[src/rtl/wb_pkg.sv]
// Shared Wishbone arbiter definitions: bus widths, FSM state encoding and a
// one-hot to index helper.
package wb_pkg;

  localparam int unsigned WB_AW  = 32;
  localparam int unsigned WB_DW  = 128;
  localparam int unsigned WB_SW  = WB_DW / 8;
  localparam int unsigned WB_WDW = 16;

  typedef enum logic [1:0] {
    ST_IDLE  = 2'd0,
    ST_BUSY  = 2'd1,
    ST_ABORT = 2'd2
  } wb_arb_state_e;

  // Index of the set bit in a one-hot vector of up to 8 requesters.
  function automatic logic [2:0] onehot_to_idx(input logic [7:0] oh);
    logic [2:0] idx;
    idx = '0;
    for (int i = 0; i < 8; i++) begin
      if (oh[i]) idx = 3'(i);
    end
    return idx;
  endfunction

endpackage

[src/rtl/rr_arbiter.sv]
// Combinational round-robin arbiter: the first requester at or after ptr
// (wrapping) receives the one-hot grant.
module rr_arbiter #(
  parameter  int unsigned N  = 2,
  localparam int unsigned PW = (N > 1) ? $clog2(N) : 1
) (
  input  logic [N-1:0]  req,
  input  logic [PW-1:0] ptr,
  output logic [N-1:0]  gnt
);

  logic [N-1:0] rot;
  logic [N-1:0] pri;

  // Rotate so ptr sits at bit 0, keep the lowest set bit, rotate back.
  always_comb begin
    rot = (req >> ptr) | (req << (N - 32'(ptr)));
    pri = rot & (~rot + N'(1));
    gnt = (pri << ptr) | (pri >> (N - 32'(ptr)));
  end

endmodule

[src/rtl/wb_master_arbiter.sv]
// Round-robin Wishbone arbiter: shares one bus among NM masters, holds the
// grant for a whole cyc burst and aborts hung transfers with a watchdog.
module wb_master_arbiter
  import wb_pkg::*;
#(
  parameter  int unsigned NM      = 2,
  parameter  int unsigned AW      = WB_AW,
  parameter  int unsigned DW      = WB_DW,
  parameter  int unsigned TIMEOUT = 255,
  localparam int unsigned SW      = DW / 8
) (
  input  logic             clk,
  input  logic             rst_n,
  input  logic [NM*AW-1:0] i_rq_wb_adr,
  input  logic [NM*SW-1:0] i_rq_wb_sel,
  input  logic [NM-1:0]    i_rq_wb_we,
  input  logic [NM*DW-1:0] i_rq_wb_dat,
  input  logic [NM-1:0]    i_rq_wb_cyc,
  input  logic [NM-1:0]    i_rq_wb_stb,
  output logic [DW-1:0]    o_rq_wb_dat,
  output logic [NM-1:0]    o_rq_wb_ack,
  output logic [NM-1:0]    o_rq_wb_err,
  output logic [AW-1:0]    o_wb_adr,
  output logic [SW-1:0]    o_wb_sel,
  output logic             o_wb_we,
  output logic [DW-1:0]    o_wb_dat,
  output logic             o_wb_cyc,
  output logic             o_wb_stb,
  input  logic [DW-1:0]    i_wb_dat,
  input  logic             i_wb_ack,
  input  logic             i_wb_err,
  output logic [NM-1:0]    o_grant
);

  localparam int unsigned PW = (NM > 1) ? $clog2(NM) : 1;

  wb_arb_state_e       state_q, state_d;
  logic [NM-1:0]       grant_q, grant_d;
  logic [PW-1:0]       ptr_q, ptr_d;
  logic [WB_WDW-1:0]   wd_q, wd_d;

  logic [NM-1:0]       arb_gnt;
  logic [2:0]          owner_idx;
  logic [PW-1:0]       next_ptr;
  logic [WB_WDW-1:0]   wd_inc;
  logic                busy;
  logic                owner_cyc;
  logic                owner_stb;
  logic                bus_stb_c;
  logic [AW-1:0]       mux_adr;
  logic [SW-1:0]       mux_sel;
  logic                mux_we;
  logic [DW-1:0]       mux_dat;

  rr_arbiter #(.N(NM)) u_rr (
    .req (i_rq_wb_cyc),
    .ptr (ptr_q),
    .gnt (arb_gnt)
  );

  assign busy      = (state_q == ST_BUSY);
  assign owner_idx = onehot_to_idx(8'(grant_q));
  assign next_ptr  = (owner_idx == 3'(NM - 1)) ? '0 : PW'(owner_idx + 3'd1);
  assign wd_inc    = wd_q + WB_WDW'(1);

  // AND-OR mux of the owner's request onto the shared bus.
  always_comb begin
    mux_adr   = '0;
    mux_sel   = '0;
    mux_we    = 1'b0;
    mux_dat   = '0;
    owner_cyc = 1'b0;
    owner_stb = 1'b0;
    for (int k = 0; k < NM; k++) begin
      if (grant_q[k]) begin
        mux_adr   = mux_adr | i_rq_wb_adr[k*AW +: AW];
        mux_sel   = mux_sel | i_rq_wb_sel[k*SW +: SW];
        mux_we    = mux_we | i_rq_wb_we[k];
        mux_dat   = mux_dat | i_rq_wb_dat[k*DW +: DW];
        owner_cyc = owner_cyc | i_rq_wb_cyc[k];
        owner_stb = owner_stb | i_rq_wb_stb[k];
      end
    end
  end

  assign bus_stb_c   = busy & owner_cyc & owner_stb;
  assign o_wb_cyc    = busy & owner_cyc;
  assign o_wb_stb    = bus_stb_c;
  assign o_wb_adr    = busy ? mux_adr : '0;
  assign o_wb_sel    = busy ? mux_sel : '0;
  assign o_wb_we     = busy & mux_we;
  assign o_wb_dat    = busy ? mux_dat : '0;
  assign o_rq_wb_dat = busy ? i_wb_dat : '0;
  assign o_rq_wb_ack = grant_q & {NM{busy & i_wb_ack}};
  assign o_rq_wb_err = grant_q & {NM{(busy & i_wb_err) | (state_q == ST_ABORT)}};
  assign o_grant     = grant_q;

  // Next-state: arbitration, release, and watchdog expiry.
  always_comb begin
    state_d = state_q;
    grant_d = grant_q;
    ptr_d   = ptr_q;
    wd_d    = wd_q;
    unique case (state_q)
      ST_IDLE: begin
        wd_d = '0;
        if (|i_rq_wb_cyc) begin
          grant_d = arb_gnt;
          state_d = ST_BUSY;
        end
      end
      ST_BUSY: begin
        if (!owner_cyc) begin
          state_d = ST_IDLE;
          grant_d = '0;
          ptr_d   = next_ptr;
          wd_d    = '0;
        end else if (i_wb_ack || i_wb_err || !bus_stb_c) begin
          wd_d = '0;
        end else begin
          wd_d = wd_inc;
          if ((TIMEOUT != 0) && (wd_inc == WB_WDW'(TIMEOUT))) begin
            state_d = ST_ABORT;
            wd_d    = '0;
          end
        end
      end
      ST_ABORT: begin
        state_d = ST_IDLE;
        grant_d = '0;
        ptr_d   = next_ptr;
        wd_d    = '0;
      end
      default: begin
        state_d = ST_IDLE;
        grant_d = '0;
      end
    endcase
  end

  always_ff @(posedge clk or negedge rst_n) begin
    if (!rst_n) begin
      state_q <= ST_IDLE;
      grant_q <= '0;
      ptr_q   <= '0;
      wd_q    <= '0;
    end else begin
      state_q <= state_d;
      grant_q <= grant_d;
      ptr_q   <= ptr_d;
      wd_q    <= wd_d;
    end
  end

endmodule

[config.mk]
export PLATFORM = sky130hd
export DESIGN_NAME = wb_master_arbiter
export DESIGN_NICKNAME = d
export VERILOG_FILES = /design/src/rtl/wb_pkg.sv /design/src/rtl/rr_arbiter.sv /design/src/rtl/wb_master_arbiter.sv
export SDC_FILE = /design/constraint.sdc
export NUM_CORES = 1
export LEC_CHECK = 0
export BUFFER_PORTS_ARGS = -buffer_cell sky130_fd_sc_hd__buf_2
export CAP_MARGIN = 20
export CORE_AREA = 2 2 310 312
export DETAILED_ROUTE_END_ITERATION = 10
export DIE_AREA = 0 0 312 314
export GPL_ROUTABILITY_DRIVEN = 0
export PLACE_DENSITY_LB_ADDON = 0.15
export SYNTH_ARGS = -nofsm -noshare
export SYNTH_HDL_FRONTEND = slang
export SYNTH_SLANG_ARGS = --single-unit
[constraint.sdc]
create_clock -name clk -period 2.22 [get_ports clk]
set_clock_uncertainty 0.05 [all_clocks]
set_input_delay 0.222 -clock clk [delete_from_list [all_inputs] [get_ports clk]]
set_output_delay 0.222 -clock clk [all_outputs]
set_load 0.03 [all_outputs]
Word level (Yosys, flattened, before mapping)

Index checks and enable logic that the tools add are counted.

Flip-flop bits (word level): 21
Logic and storage cells: 81
Input bits: 490

Muxes and demuxes: 32
Equality and inequality tests: 8
Bitwise operators: 18
Shift-type cells: 4
Reductions and logical operators: 11
$add $sub $neg: 4

Operators by type and width:

| kind                                                                     | count |
|---|---|
| 128-bit 2-to-1 mux                                                       | 4 |
| 128-bit bitwise OR                                                       | 1 |
| 16-bit 2-to-1 mux                                                        | 6 |
| 32-bit 2-to-1 mux                                                        | 3 |
| 32-bit bitwise OR                                                        | 1 |
| 16-bit one-hot mux with 2 select lines                                   | 1 |
| 2-bit by 32-bit left shift with 2-bit output                             | 1 |
| 2-bit by 32-bit >> shifter with 2-bit output                             | 1 |
| 16-bit by 1-bit adder with 16-bit output (second input constant)         | 1 |
| 16-bit by 8-bit equality test with 1-bit output (second input constant)  | 1 |
| 16-bit bitwise OR                                                        | 1 |
| 2-bit 2-to-1 mux                                                         | 6 |
| 1-bit 2-to-1 mux                                                         | 9 |
| 2-bit one-hot mux with 2 select lines                                    | 2 |
| 2-bit bitwise AND                                                        | 3 |
| 1-bit bitwise AND                                                        | 5 |
| 2-bit inequality test (second input constant)                            | 2 |
| 1-bit bitwise OR                                                         | 4 |
| 2-bit bitwise OR                                                         | 2 |
| 2-bit AND reduction                                                      | 2 |
| 2-bit nonzero test                                                       | 2 |
| 2-bit OR reduction                                                       | 2 |
| 3-bit by 1-bit equality test with 1-bit output (second input constant)   | 1 |
| 3-bit by 2-bit inequality test with 1-bit output (second input constant) | 1 |
| 14 further kinds                                                         | 15 |

Depth between registers and ports, before layout

Depth after elaboration: 10
Mapped depth: 8
Depth with buffers taken out: 8

By module

From an unflattened synthesis, not the netlist that was laid out.

Cells, all modules: 749
Area, all modules: 4652.0 um^2

Modules (own cells, without submodules):

| module            | cells an instance | area each (um^2) | instances | sequential area each (um^2) |
|---|---|---|---|---|
| wb_master_arbiter | 746               | 4633.2           | 1         | 525.5 |
| rr_arbiter        | 3                 | 18.8             | 1         | 0.0 |

Least setup slack after synthesis

OpenSTA, ideal clock, no wires.

Kind: register -> register
From: register wd_q[0]
To: register wd_q[6]
Path buffers: 0
Cell stages (with the launch flop): 7
Slack: -0.057 ns
Required time: 2.048 ns
Arrival time: 2.105 ns
Cells stage by stage: dfrtp_1 > nand2_1 > nor4_4 > nand3_1 > a2111o_1 > or3_1 > a32o_1

Word-level cells in the longest chain between the ends: 6

RTL lines:

| element                                         | line                     | RTL |
|---|---|---|
| from (decl)                                     | wb_master_arbiter.sv:40  | `logic [WB_WDW-1:0] wd_q, wd_d;` |
| from (signal assigned)                          | wb_master_arbiter.sv:151 | `wd_q <= wd_d;` |
| 16-bit by 1-bit adder with 16-bit output (*)    | wb_master_arbiter.sv:64  | `assign wd_inc = wd_q + WB_WDW'(1);` |
| 16-bit by 8-bit equality test with 1-bit output | wb_master_arbiter.sv:122 | `if ((TIMEOUT != 0) && (wd_inc == WB_WDW'(TIMEOUT))) begin` |
| 16-bit 2-to-1 mux (*)                           | wb_master_arbiter.sv:122 |  |
| 16-bit 2-to-1 mux (*)                           | wb_master_arbiter.sv:118 | `end else if (i_wb_ack \|\| i_wb_err \|\| !bus_stb_c) begin` |
| 16-bit 2-to-1 mux (*)                           | wb_master_arbiter.sv:113 | `if (!owner_cyc) begin` |
| 16-bit one-hot mux with 2 select lines (*)      | wb_master_arbiter.sv:104 | `unique case (state_q)` |

Mark *: on every way between the ends. The rest lies on a longest branch, timed or not.
A chain may end at the register's enable or synchronous reset.

Worst setup path after layout

From: register wd_q[1]
To: register wd_q[5]

Same word-level chain as after synthesis.

==> metrics list <==
* Status: complete, but fails checks
- The checks that failed: setup timing.
- The worst path in the final design needs a cycle of 2.333 ns, including I/O delays and setup.
* Setup violations, final: 9
* Unique masters post-synth: 40
- Critical Path RT: 2.32 ns
* Relative area change from synthesis to final layout: 145.2%
- DP HPWL: 46.08 mm
- Final period util: 1.051
- Counting tap cells, the placed design contains a total of 2,794 instances.
- Drt drc: 0
- Synthesized area per cell: 6.163 um2
- The placed instances occupy a cell area of 10,720 um2.
* Final-layout fill cell count: 11,180
- Launching element type of the critical path: register
* Most frequent cells after synthesis: sky130_fd_sc_hd__nor2_1, sky130_fd_sc_hd__a22oi_1, sky130_fd_sc_hd__and2_1
- Data arrival time of the critical path: 2.43 ns
- The number of global-route vias before repair came to 8,719.
- Combined area of all synthesized cells: 4499 um2
* Proportion of netlist area held by the largest area contributor: 0.2970
* Number of antenna violations at the first check in global routing: 12
- The detail route stage leaves a number of antenna-violating nets equal to 0.
- Derived from the worst setup path, the maximum achievable clock frequency is 428.5 MHz.
- Measured on the finished design, the core utilization comes to 0.1168.
- Static leakage: 5.664 nW
- Root Buffer Master: sky130_fd_sc_hd__clkbuf_16
- Across the run, the number of max-cap violations was 0.
* IR drop worst, VDD: 0.4213 mV
- Sink Count: 21
- Summing all flip-flop and latch instances after layout gives 536.8 um2.
- 1st-iter DRT viols: 530
* First-pass GRT wire length: 67.35 mm
- The worst hold path passes through 3 cells.
- Clock latency on the worst-skew pair: 0.27 ns
- Areal power density over the cells: 1164 nW/um2
- Async S/R FF share, synth: 1.000
- Die X-Extent: 312 um
- Unrepaired setup endpoints after global routing: yes
- Wire per inst: 18.76 um
- Cell type contributing the most total cell area after synthesis: sky130_fd_sc_hd__a22oi_1
- Of the synthesized area, sequential elements account for 0.1168.
* Total wire length: 52.65 mm
* Core Region: 94,450 um2
- Number of buffers inserted by port buffering: 802
* First-pass DRT Iterations: 8
- For this run, the total global-route usage over all layers was measured as 0.09598.
- The final route contains 8,958 vias.
- Final max-slew violation count: 0
- Num CTS Buffers: 3
* Final instance area: 11,030 um2
- Measured against its own limit, the worst slew margin works out to 0.6330.
- Overall die height: 314 um
* Post-detailed-route via-to-cell ratio: 3.192
- Clock transition at path regs: 0.07 ns
* Critical register-to-register path startpoint: wd_q[1]
- Number of flip-flops and latches in the synthesized netlist: 21
- The clock passes through at most 2 buffers.
- The endpoint identified for the worst register-to-register timing path is wd_q[5].
- The final layout contains 2,032 nets.
* Actual transition at the worst max-transition pin: 0.5505 ns
* Mapped Cells: 730
* Multi-input gate area: 3765 um2
* TritonCTS clock tree: yes
- The total overflow left after global routing is 0.
- Counting every net in the synthesized netlist gives 1,222.
* Largest stage delay on the critical path: 0.47 ns
* Minimum setup slack among reg-to-reg paths: -0.11 ns
* Most frequently used cell type in the post-synthesis netlist: sky130_fd_sc_hd__nor2_1
- In this run the worst hold path is classified as input pin to register.
* Non-filler instance count after layout: 2,806
- Critical path class: register to register
- In this run the most critical hold path is launched from i_rq_wb_cyc[0].
* Worst Hold Slack: 0.3049 ns
- For this run, the number of Yosys warnings is 0.
* Crit path capture type: register
- By area the synthesized netlist is led by sky130_fd_sc_hd__a22oi_1, sky130_fd_sc_hd__and2_1, sky130_fd_sc_hd__nor2_1, sky130_fd_sc_hd__dfrtp_1, sky130_fd_sc_hd__clkbuf_1.
- The synthesized design contains 0 enable-type register cells.
* Io pins: 803
* Critical-path cell list: buf_6, nand2_4, nor4_4, or3_1, a2111o_1, o31ai_4, buf_4, o21ai_1, a22o_1
* Proportion of layout cells with a drive suffix above 1: 0.5965
- The path with the worst hold slack has its endpoint at state_q[0].
* Register-to-Register Path Depth: 9
* Final WS setup: -0.1135 ns
- The floorplan has 113 rows.
* Die area: 97,970 um2
* Count of H-tree levels built during CTS: 1
- The number of hold-slack violations in the final timing report is 0.
- Highest fanout seen on the critical path: 4
* CP max-delay cell: sky130_fd_sc_hd__a2111o_1
* Initial standard-cell utilization of the core: 0.04764
- In the synthesized netlist the dominant register cell turns out to be sky130_fd_sc_hd__dfrtp_1.
- Maximum number of pins on one net before global-route repair: 96
worst max-delay path: cells and delay by family (launching register included):
kind / cells / cell delay, ns
AO/OA/AOI/OAI: 4 / 0.94
AND/OR/NAND/NOR: 3 / 0.47
flip-flops: 1 / 0.45
buffers and inverters: 2 / 0.30
layer usage:
metal  wire length [um]  part of all wire  vias to the layer above  track usage
met5                 26           0.00049                        -            0
met4                936             0.018                        4      0.01781
met3               4079             0.077                       35      0.02385
met2              26520              0.50                      511       0.1728
met1              21080              0.40                     4204       0.1155
li1                   -                 -                     4204            -
cells by family after synthesis:
kind of cell | after synthesis | share of synthesized area
xor+xnor | 5 | 0.009735
flops | 21 | 0.1168
mux | 1 | 0.002225
fa+ha+maj | 2 | 0.005561
compound gates | 231 | 0.3726
buf+inv | 87 | 0.07369
simple gates | 383 | 0.4194
worst max path at each step:
stage	startpoint	end	slack [ns]	depth (start not counted)
2_1_floorplan	wd_q[5]	wd_q[6]	0.02	7
3_3_place_gp	wd_q[1]	wd_q[5]	-0.16	9
3_5_place_dp	wd_q[1]	wd_q[5]	-0.13	9
4_1_cts	wd_q[1]	wd_q[5]	-0.1	9
5_1_grt	wd_q[0]	wd_q[5]	-0.20	9
6_report	wd_q[1]	wd_q[5]	-0.11	9
registers in the layout, indices dropped and copies added, names as in the netlist:
| name | cells |
|---|---|
| state_q | 2 |
| o_grant | 2 |
| ptr_q | 1 |
| wd_q | 16 |
layout by cell type (no fill, tap or decap), types with 3 or more instances in the layout:
master,n
sky130_fd_sc_hd__and3_1,3
sky130_fd_sc_hd__nor2_1,186
sky130_fd_sc_hd__nand2_1,21
sky130_fd_sc_hd__and2_1,129
sky130_fd_sc_hd__buf_4,68
sky130_fd_sc_hd__buf_12,20
sky130_fd_sc_hd__nand4_1,5
sky130_fd_sc_hd__a21oi_1,7
sky130_fd_sc_hd__nand2b_1,4
sky130_fd_sc_hd__dfrtp_1,16
sky130_fd_sc_hd__o21ai_0,20
sky130_fd_sc_hd__clkbuf_16,5
sky130_fd_sc_hd__nor3_1,5
sky130_fd_sc_hd__inv_1,6
sky130_fd_sc_hd__xnor2_1,3
sky130_fd_sc_hd__nor4_1,4
sky130_fd_sc_hd__nand3_1,9
sky130_fd_sc_hd__buf_2,786
sky130_fd_sc_hd__buf_6,6
sky130_fd_sc_hd__a22o_1,4
sky130_fd_sc_hd__or3_1,4
sky130_fd_sc_hd__a22oi_2,7
sky130_fd_sc_hd__a22oi_1,171
sky130_fd_sc_hd__a21o_1,4
sky130_fd_sc_hd__dfrtp_2,3
power by group:
part | switching [W] | internal, W | total (W)
registers | 0.0000641 | 0.000431 | 0.000495
clock network | 0.000165 | 0.000246 | 0.000411
logic | 0.00827 | 0.00367 | 0.0119
layout make-up:
class	count	area share
Inverter	6	0.002041
Multi-Input combinational cell	622	0.3412
Tap cell	1265	0.1435
Sequential cell	21	0.04865
Timing Repair Buffer	886	0.4570
Clock buffer	4	0.007144
Antenna cell	2	0.0004536
timing repair:
item | in CTS | in global routing
setup buffers | 1 | 2
endpoints found under the setup margin | 40 | 137
hold buffers | 1 | 0
endpoints found under the hold margin | 21 | 0
pin swaps | 2 | 1
gates cloned | 0 | 2
gates resized for setup | 7 | 26
metrics by stage:
stage | setup WS [ns] | TNS (ns) | power, W
2_1_floorplan | 0.01739 | 0 | 0.007482
3_3_place_gp | -0.1582 | -1.122 | 0.01244
3_5_place_dp | -0.1265 | -0.8163 | 0.01239
4_1_cts | -0.09786 | -0.6075 | 0.01288
5_1_grt | -0.1961 | -3.818 | 0.01370
6_report | -0.1135 | -0.4926 | 0.01284
(Power assumes the default switching activity.)
